--- config.mk ---
export PLATFORM = sky130hd
export DESIGN_NAME = dpram_port_arbiter
export DESIGN_NICKNAME = d
export VERILOG_FILES = /design/src/rtl/dpram_port_arbiter.sv
export SDC_FILE = /design/constraint.sdc
export NUM_CORES = 1
export LEC_CHECK = 0
export ABC_AREA = 1
export ABC_CLOCK_PERIOD_IN_PS = 1250
export BUFFER_PORTS_ARGS = -buffer_cell sky130_fd_sc_hd__buf_2
export CAP_MARGIN = 20
export CORE_MARGIN = 8
export CORE_UTILIZATION = 31
export DETAILED_ROUTE_END_ITERATION = 6
export PLACE_DENSITY = 0.83
export REMOVE_ABC_BUFFERS = 1
export SYNTH_ARGS = -nofsm -noshare
export SYNTH_HDL_FRONTEND = slang
export SYNTH_SLANG_ARGS = --single-unit
export TNS_END_PERCENT = 50
--- constraint.sdc ---
create_clock -name clk -period 1.25 [get_ports clk]
set_input_delay 0.25 -clock clk [delete_from_list [all_inputs] [get_ports clk]]
set_output_delay 0.25 -clock clk [all_outputs]
set_load 0.01 [all_outputs]
--- src/rtl/dpram_port_arbiter.sv ---
// Two-requester arbiter for one synchronous dpram port: round-robin between
// fetch (r0) and load/store (r1), with a bounded read-modify-write lock for r1.
module dpram_port_arbiter #(
    parameter int unsigned N        = 16,
    parameter int unsigned DW       = 32,
    parameter int unsigned AW       = $clog2(N),
    parameter int unsigned LOCK_MAX = 8
) (
    input  logic          clk,
    input  logic          rst,
    input  logic          r0_req,
    input  logic          r0_we,
    input  logic [AW-1:0] r0_addr,
    input  logic [DW-1:0] r0_wdata,
    output logic          r0_gnt,
    output logic          r0_rvalid,
    output logic [DW-1:0] r0_rdata,
    input  logic          r1_req,
    input  logic          r1_we,
    input  logic          r1_lock,
    input  logic [AW-1:0] r1_addr,
    input  logic [DW-1:0] r1_wdata,
    output logic          r1_gnt,
    output logic          r1_rvalid,
    output logic [DW-1:0] r1_rdata,
    output logic          lock_abort,
    output logic          mem_en,
    output logic          mem_wen,
    output logic [AW-1:0] mem_addr,
    output logic [DW-1:0] mem_din,
    input  logic [DW-1:0] mem_dout
);

    localparam int unsigned CW = (LOCK_MAX > 2) ? $clog2(LOCK_MAX) : 1;

    typedef enum logic {
        IDLE  = 1'b0,
        LOCK1 = 1'b1
    } state_t;

    state_t        state_q, state_d;
    logic          prio_q, prio_d;
    logic [CW-1:0] cnt_q, cnt_d;
    logic          abort_q, abort_d;
    logic          rd_pend_q, rd_owner_q;
    logic          timeout;

    // State register, lock counter and read-response tracking
    always_ff @(posedge clk) begin
        if (rst) begin
            state_q    <= IDLE;
            prio_q     <= 1'b0;
            cnt_q      <= '0;
            abort_q    <= 1'b0;
            rd_pend_q  <= 1'b0;
            rd_owner_q <= 1'b0;
        end else begin
            state_q    <= state_d;
            prio_q     <= prio_d;
            cnt_q      <= cnt_d;
            abort_q    <= abort_d;
            rd_pend_q  <= (r0_gnt & ~r0_we) | (r1_gnt & ~r1_we);
            rd_owner_q <= r1_gnt;
        end
    end

    // Arbitration, lock entry/exit and priority update
    always_comb begin
        state_d = state_q;
        prio_d  = prio_q;
        cnt_d   = cnt_q;
        abort_d = 1'b0;
        r0_gnt  = 1'b0;
        r1_gnt  = 1'b0;
        timeout = (state_q == LOCK1) && (cnt_q == CW'(LOCK_MAX - 1));
        if (!rst) begin
            case (state_q)
                IDLE: begin
                    if (r0_req && r1_req) begin
                        r0_gnt = ~prio_q;
                        r1_gnt = prio_q;
                    end else begin
                        r0_gnt = r0_req;
                        r1_gnt = r1_req;
                    end
                    if (r0_gnt) begin
                        prio_d = 1'b1;
                    end else if (r1_gnt) begin
                        prio_d = 1'b0;
                    end
                    cnt_d = '0;
                    if (r1_gnt && r1_lock) begin
                        state_d = LOCK1;
                    end
                end
                LOCK1: begin
                    r1_gnt = r1_req;
                    cnt_d  = cnt_q + CW'(1);
                    if (timeout) begin
                        // Forced release; any r1 access granted now still completes
                        state_d = IDLE;
                        prio_d  = 1'b0;
                        abort_d = 1'b1;
                        cnt_d   = '0;
                    end else if ((r1_gnt && !r1_lock) || (!r1_req && !r1_lock)) begin
                        state_d = IDLE;
                        cnt_d   = '0;
                    end
                end
                default: begin
                    state_d = IDLE;
                end
            endcase
        end
    end

    // Memory port driven from whichever requester holds the grant
    always_comb begin
        mem_en   = r0_gnt | r1_gnt;
        mem_wen  = 1'b0;
        mem_addr = '0;
        mem_din  = '0;
        if (r0_gnt) begin
            mem_wen  = r0_we;
            mem_addr = r0_addr;
            mem_din  = r0_wdata;
        end else if (r1_gnt) begin
            mem_wen  = r1_we;
            mem_addr = r1_addr;
            mem_din  = r1_wdata;
        end
    end

    // Responses are suppressed while reset is held so a read granted just
    // before reset never reports valid data
    assign r0_rvalid  = rd_pend_q & ~rd_owner_q & ~rst;
    assign r1_rvalid  = rd_pend_q & rd_owner_q & ~rst;
    assign lock_abort = abort_q & ~rst;
    assign r0_rdata   = mem_dout;
    assign r1_rdata   = mem_dout;

endmodule
==> impl_metrics.yaml, run 1 <==
yosys:
  async_reset_ff_share_pct: 0
  synthFlopType: "dfxtp_1"
  syn_inst: 250
  yosysWarnings: 0
  synth_cell_types: 16
  synth_most_common_cell: "buf_4"
  yosys-top-cells-area: "buf_4, nand4_1, nand3_1"
  synth-simple-area-share_pct: 45.3
  synthMuxAreaShare_pct: 0
  synth-xor-area-share_pct: 0
  syn_area_per_cell_um2: 6.08
  yosysSeqAreaShare_pct: 10.5
  synth_edf_count: 0
  netlist_area_um2: 1520
  yosys.area_share.adder_pct: 1.65
  ys_ff_latch: 8
  synth_largest_area_cell: "buf_4"
  synth-compound-area-share_pct: 0.329
  synth_top_family_by_area: "simple AND/OR/NAND/NOR gates"
  synth_top_area_share_pct: 33.1
  synthTopCellsByCount: "buf_4, nand2_1, nand3_1, nand4_1"
clock_network:
  cts_tree: "built"
  clock_latency_ns: 0.23
  cts_buffer_depth: 2
  holdBufCountCts: 0
  cts_sinks: 8
  cts_made_buffers: 3
  root_buffer: "clkbuf_8"
  htreeDepth: 1
  clk_pin_slew_ns: 0.04
timing:
  fmax_mhz: 671
  layout_min_cycle_time_ns: 1.49
  fin_hold_ws_ns: 0.279
  tightestPinTransition_ns: 0.216
  final_max_slew_viol_count: 0
  rsz0062_at_grt: "yes"
  finalHoldViolations: 0
  finalWorstSetupSlack_ns: -0.241
  setup-violations-final: 40
  slew_headroom_pct: 85.6
  skew_ns: 0.00421
  fin_crit_sh_pct: 119
placement:
  hpwl_um: 6360
  gp_congestion: 0.781
  dpl_cell_area_um2: 1790
  dp.cells: 368
  port_buffers: 121
  pre_cts_slack_ns: -0.116
drt:
  viasPerCell: 5.14
  wl_per_cell_um: 20.9
  via_count: 1939
  ant_nets: 0
  dr.pass1.iters: 4
  drc: 0
  routed_wl_um: 7880
  dr.first_iter.drc_count: 71
power:
  leakagePower_nw: 1.23
  power_density_nw_per_um2: 618
  peakVddDrop_mv: 0.286
  power_mw: 1.24
floorplan:
  dieHeight_um: 86.0
  start_util_pct: 32.2
  coreArea_um2: 4720
  die_x_um: 86.0
  ios: 218
  die_area_um2: 7400
  rows: 25
global_routing:
  antenna_found_initial: 0
  grt_pass1_vias: 2011
  overflow: 0
  grt_max_degree: 22
  grt_pass1_wl_um: 11200
  track_usage_pct: 19.7
finish:
  syn2layout_area_growth_pct: 31.6
  n_antenna_cell: 0
  finalNonFillerCells: 377
  nNetsFinal: 425
  final_area_um2: 2000
  drive_gt1_share_pct: 49.7
worst_setup_path:
  cp_data_arrival_time_ns: 1.24
  cp_data_required_time_ns: 1.00
  startpoint: "state_q$_SDFF_PP0_"
  start_kind: "register"
  r2r_start: "cnt_q[0]$_SDFF_PP0_"
  crit_type: "register to output port"
  path_max_fanout: 9
  crit_path_end_kind: "output port"
run:
  drv_cap: 0
run_status:
  outcome: "finished, violations left"
  violations: "setup timing"
hold_path:
  min_path_type: "input pin to register"
  hold_path_startpoint: "r1_lock"
-- flip-flops by register name, summed over array words and instances, names as in the netlist --
name,count
prio_q,1
state_q,1
rd_pend_q,1
abort_q,1
cnt_q,3
rd_owner_q,1
-- worst paths after layout --
kind | end | slack (ns) | cells after the start
worst max-delay path | mem_din[23] | -0.24 | 6
worst min register to register | cnt_q[0]$_SDFF_PP0_ | 0.42 | 1
worst max register to register | cnt_q[2]$_SDFF_PP0_ | 0.12 | 5
worst min-delay path | state_q$_SDFF_PP0_ | 0.28 | 3
-- timing repair --
item | CTS | global route
gates cloned | 2 | 2
buffers inserted | 0 | 2
pin swaps | 1 | 2
endpoints found under the setup margin | 40 | 40
resized for setup | 14 | 11
-- stage by stage --
stage	TNS (ns)	util, %
after floorplan	-17.14	-
after global placement	-2.40	37.9
after detailed placement	-3.83	37.9
after CTS	-8.06	39.9
after global routing	-10.86	42.4
final	-8.22	42.4
-- placed cells by master (no fill, tap or decap), types with 2 or more instances in the layout --
| master | n |
|---|---|
| buf_8 | 2 |
| inv_2 | 3 |
| clkbuf_16 | 2 |
| clkbuf_8 | 3 |
| buf_2 | 118 |
| nand2_1 | 48 |
| buf_4 | 6 |
| dfxtp_1 | 6 |
| nor2_1 | 10 |
| ha_1 | 2 |
| nand4_1 | 39 |
| inv_1 | 11 |
| buf_6 | 7 |
| buf_12 | 6 |
| nand3_1 | 39 |
-- critical path, cell delays in order (launching register included) --
cell and delay (ns):
dfxtp_4 0.35, nor2_4 0.10, buf_6 0.14, clkbuf_16 0.15, nand4_1 0.08, nand2_1 0.06
buf_2 0.12
-- report_power, final --
part	internal [mW]	switching, mW	total, mW	leakage (nW)
Sequential	0.265	0.00779	0.273	0.0663
Combinational	0.324	0.337	0.661	1.14
Clock	0.208	0.0945	0.302	0.0216
Total	0.797	0.439	1.24	1.23
-- cell type report --
type                       count  area [µm²]
clock buffer                   3        41.3
fill                         497        2720
tap                           67        83.8
multi-input combinational    144         743
timing repair buffer         141         915
sequential                     8         165
inverter                      14        52.6
-- per-layer routing --
metal	vias to the layer above	wire length (µm)	track usage, %
li1	900	-	-
met1	858	3180	21.9
met2	169	3110	27.6
met3	10	1480	16.7
met4	2	58	2.23
met5	-	55	11.3
-- cell families (layout without fill, tap and decap cells) --
kind of cell | count (synthesis) | in the layout
adder cells (fa/ha/maj) | 2 | 2
AND/OR/NAND/NOR | 141 | 141
flip-flops | 8 | 8
buffers and inverters | 98 | 158
AO/OA/AOI/OAI | 1 | 1
No activity file was read; power rests on OpenSTA's default activity.
==> inputs of run 2 (changes only) <==
--- a/config.mk
+++ b/config.mk
@@ -14,6 +14,7 @@
 export DETAILED_ROUTE_END_ITERATION = 6
 export PLACE_DENSITY = 0.83
 export REMOVE_ABC_BUFFERS = 1
+export SKIP_CTS_REPAIR_TIMING = 1
 export SYNTH_ARGS = -nofsm -noshare
 export SYNTH_HDL_FRONTEND = slang
 export SYNTH_SLANG_ARGS = --single-unit
==> run 2 against run 1 <==
  * The flow still finishes with violations (setup timing)
  * Critical path depth is the same
  * Power grew 0.95%
  * Sequential cell count is the same
  * Non-clock buffer count shrank 1
  * Register-to-register slack is essentially flat
  * Count of clock-buffer cells in the layout is the same
  * Critical path type unchanged
  * Critical endpoint unchanged
  * Largest power group unchanged
==> impl_metrics.yaml, run 2 (synthesis gave the netlist of run 1 again) <==
hold_path:
  min_path_type: "input pin to register"
timing:
  skew_ns: 0.00348
  finalHoldViolations: 0
  fmax_mhz: 675
  setup_tns_ns: -8.22
  final_max_slew_viol_count: 0
  layout_min_cycle_time_ns: 1.48
  tightestPinTransition_ns: 0.220
  fin_crit_sh_pct: 118
  slew_headroom_pct: 85.4
  rsz0062_at_grt: "yes"
  finalWorstSetupSlack_ns: -0.231
  setup-violations-final: 40
floorplan:
  rows: 25
  die_x_um: 86.0
  dieHeight_um: 86.0
  ios: 218
  start_util_pct: 32.2
  die_area_um2: 7400
  coreArea_um2: 4720
clock_network:
  cts_buffer_depth: 2
  clk_pin_slew_ns: 0.04
  cts_sinks: 8
  root_buffer: "clkbuf_8"
  htreeDepth: 1
  cts_tree: "built"
  cts_made_buffers: 3
  clock_latency_ns: 0.23
worst_setup_path:
  crit_path_max_incr_delay_ns: 0.35
  slowest_stage: "dfxtp_4"
  start_kind: "register"
  path_buf_inv: 3
  path_max_fanout: 9
  path_cells: "nor2_4 -> buf_12 -> clkbuf_16 -> nand4_1 -> nand2_1 -> buf_2"
  r2r_start: "cnt_q[0]$_SDFF_PP0_"
  reg2reg_to: "cnt_q[2]$_SDFF_PP0_"
  ff2ff_setup_slack_ns: 0.11
  cp_data_required_time_ns: 1.00
  worstSetupPathDepth: 6
  crit_path_end_kind: "output port"
  critical_path.top_delay_family: "buffers and inverters"
  worstSetupEndpoint: "mem_din[23]"
  cp_data_arrival_time_ns: 1.23
  crit_type: "register to output port"
  startpoint: "state_q$_SDFF_PP0_"
  worst-r2r-cell-count: 5
global_routing:
  track_usage_pct: 19.0
  grt_pass1_wl_um: 10800
  overflow: 0
  antenna_found_initial: 0
  grt_pass1_vias: 1970
  grt_max_degree: 22
drt:
  ant_nets: 0
  viasPerCell: 5.16
  wl_per_cell_um: 20.8
  via_count: 1939
  routed_wl_um: 7810
  dr.first_iter.drc_count: 61
  drc: 0
  dr.pass1.iters: 5
power:
  power_density_nw_per_um2: 617
  peakVddDrop_mv: 0.287
  power_mw: 1.25
  leakagePower_nw: 1.23
placement:
  gp_congestion: 0.781
  port_buffers: 121
  hpwl_um: 6360
finish:
  final_cell_mix: "buf_2, nand2_1, nand4_1, nand3_1"
  largest_reg_flops: 3
  top_register: "cnt_q"
  nNetsFinal: 424
  final_common_cell: "buf_2"
  syn2layout_area_growth_pct: 33.0
  n_antenna_cell: 0
  drive_gt1_share_pct: 49.8
run_status:
  outcome: "finished, violations left"
  violations: "setup timing"
run:
  drv_cap: 0
[run 2: report_power, final]
part	total (mW)	internal [mW]	switching (mW)	leakage, nW
clock network	0.301	0.208	0.0934	0.0216
registers	0.272	0.265	0.00684	0.0663
logic	0.674	0.336	0.338	1.14
total	1.25	0.809	0.438	1.23
[run 2: worst register-to-register path: cells and delay by family (launching register included)]
| family | cells | cell delay (ns) |
|---|---|---|
| flip-flops | 1 | 0.30 |
| AND/OR/NAND/NOR | 3 | 0.40 |
| adder cells (fa/ha/maj) | 2 | 0.37 |
[run 2: through the flow]
stage	cells	area [µm²]	worst slack [ns]	util (%)	hold slack [ns]
floorplan	166	931	-0.505	-	0.322
global placement	368	1790	-0.0867	37.9	0.409
detailed placement	368	1790	-0.116	37.9	0.415
CTS	371	1830	-0.311	38.7	0.282
global route	376	2020	-0.299	42.8	0.286
finish	376	2020	-0.231	42.8	0.280
[run 2: area by class of cell]
cell class                      count  area (µm²)
Timing Repair Buffer              140         933
Clock buffer                        3        41.3
Multi-Input combinational cell    144         746
Inverter                           14        52.6
Sequential cell                     8         165
Tap cell                           67        83.8
Fill cell                         501        2700
[run 2: per-layer routing]
metal / vias to the layer above / wire [µm] / GRT usage [%]
met5: - / 55 / 11.3
met4: 2 / 46 / 2.23
met3: 12 / 1510 / 16.7
met2: 189 / 3110 / 26.7
met1: 841 / 3090 / 20.6
li1: 895 / - / -
[run 2: worst min path at each step]
stage,from,to,slack (ns),cells after the start
after floorplan,rst,abort_q$_SDFF_PP0_,0.32,1
after global placement,cnt_q[0]$_SDFF_PP0_,cnt_q[0]$_SDFF_PP0_,0.41,1
after detailed placement,cnt_q[0]$_SDFF_PP0_,cnt_q[0]$_SDFF_PP0_,0.41,1
after CTS,r1_lock,state_q$_SDFF_PP0_,0.28,3
after global routing,r1_lock,state_q$_SDFF_PP0_,0.29,3
final,r1_lock,state_q$_SDFF_PP0_,0.28,3
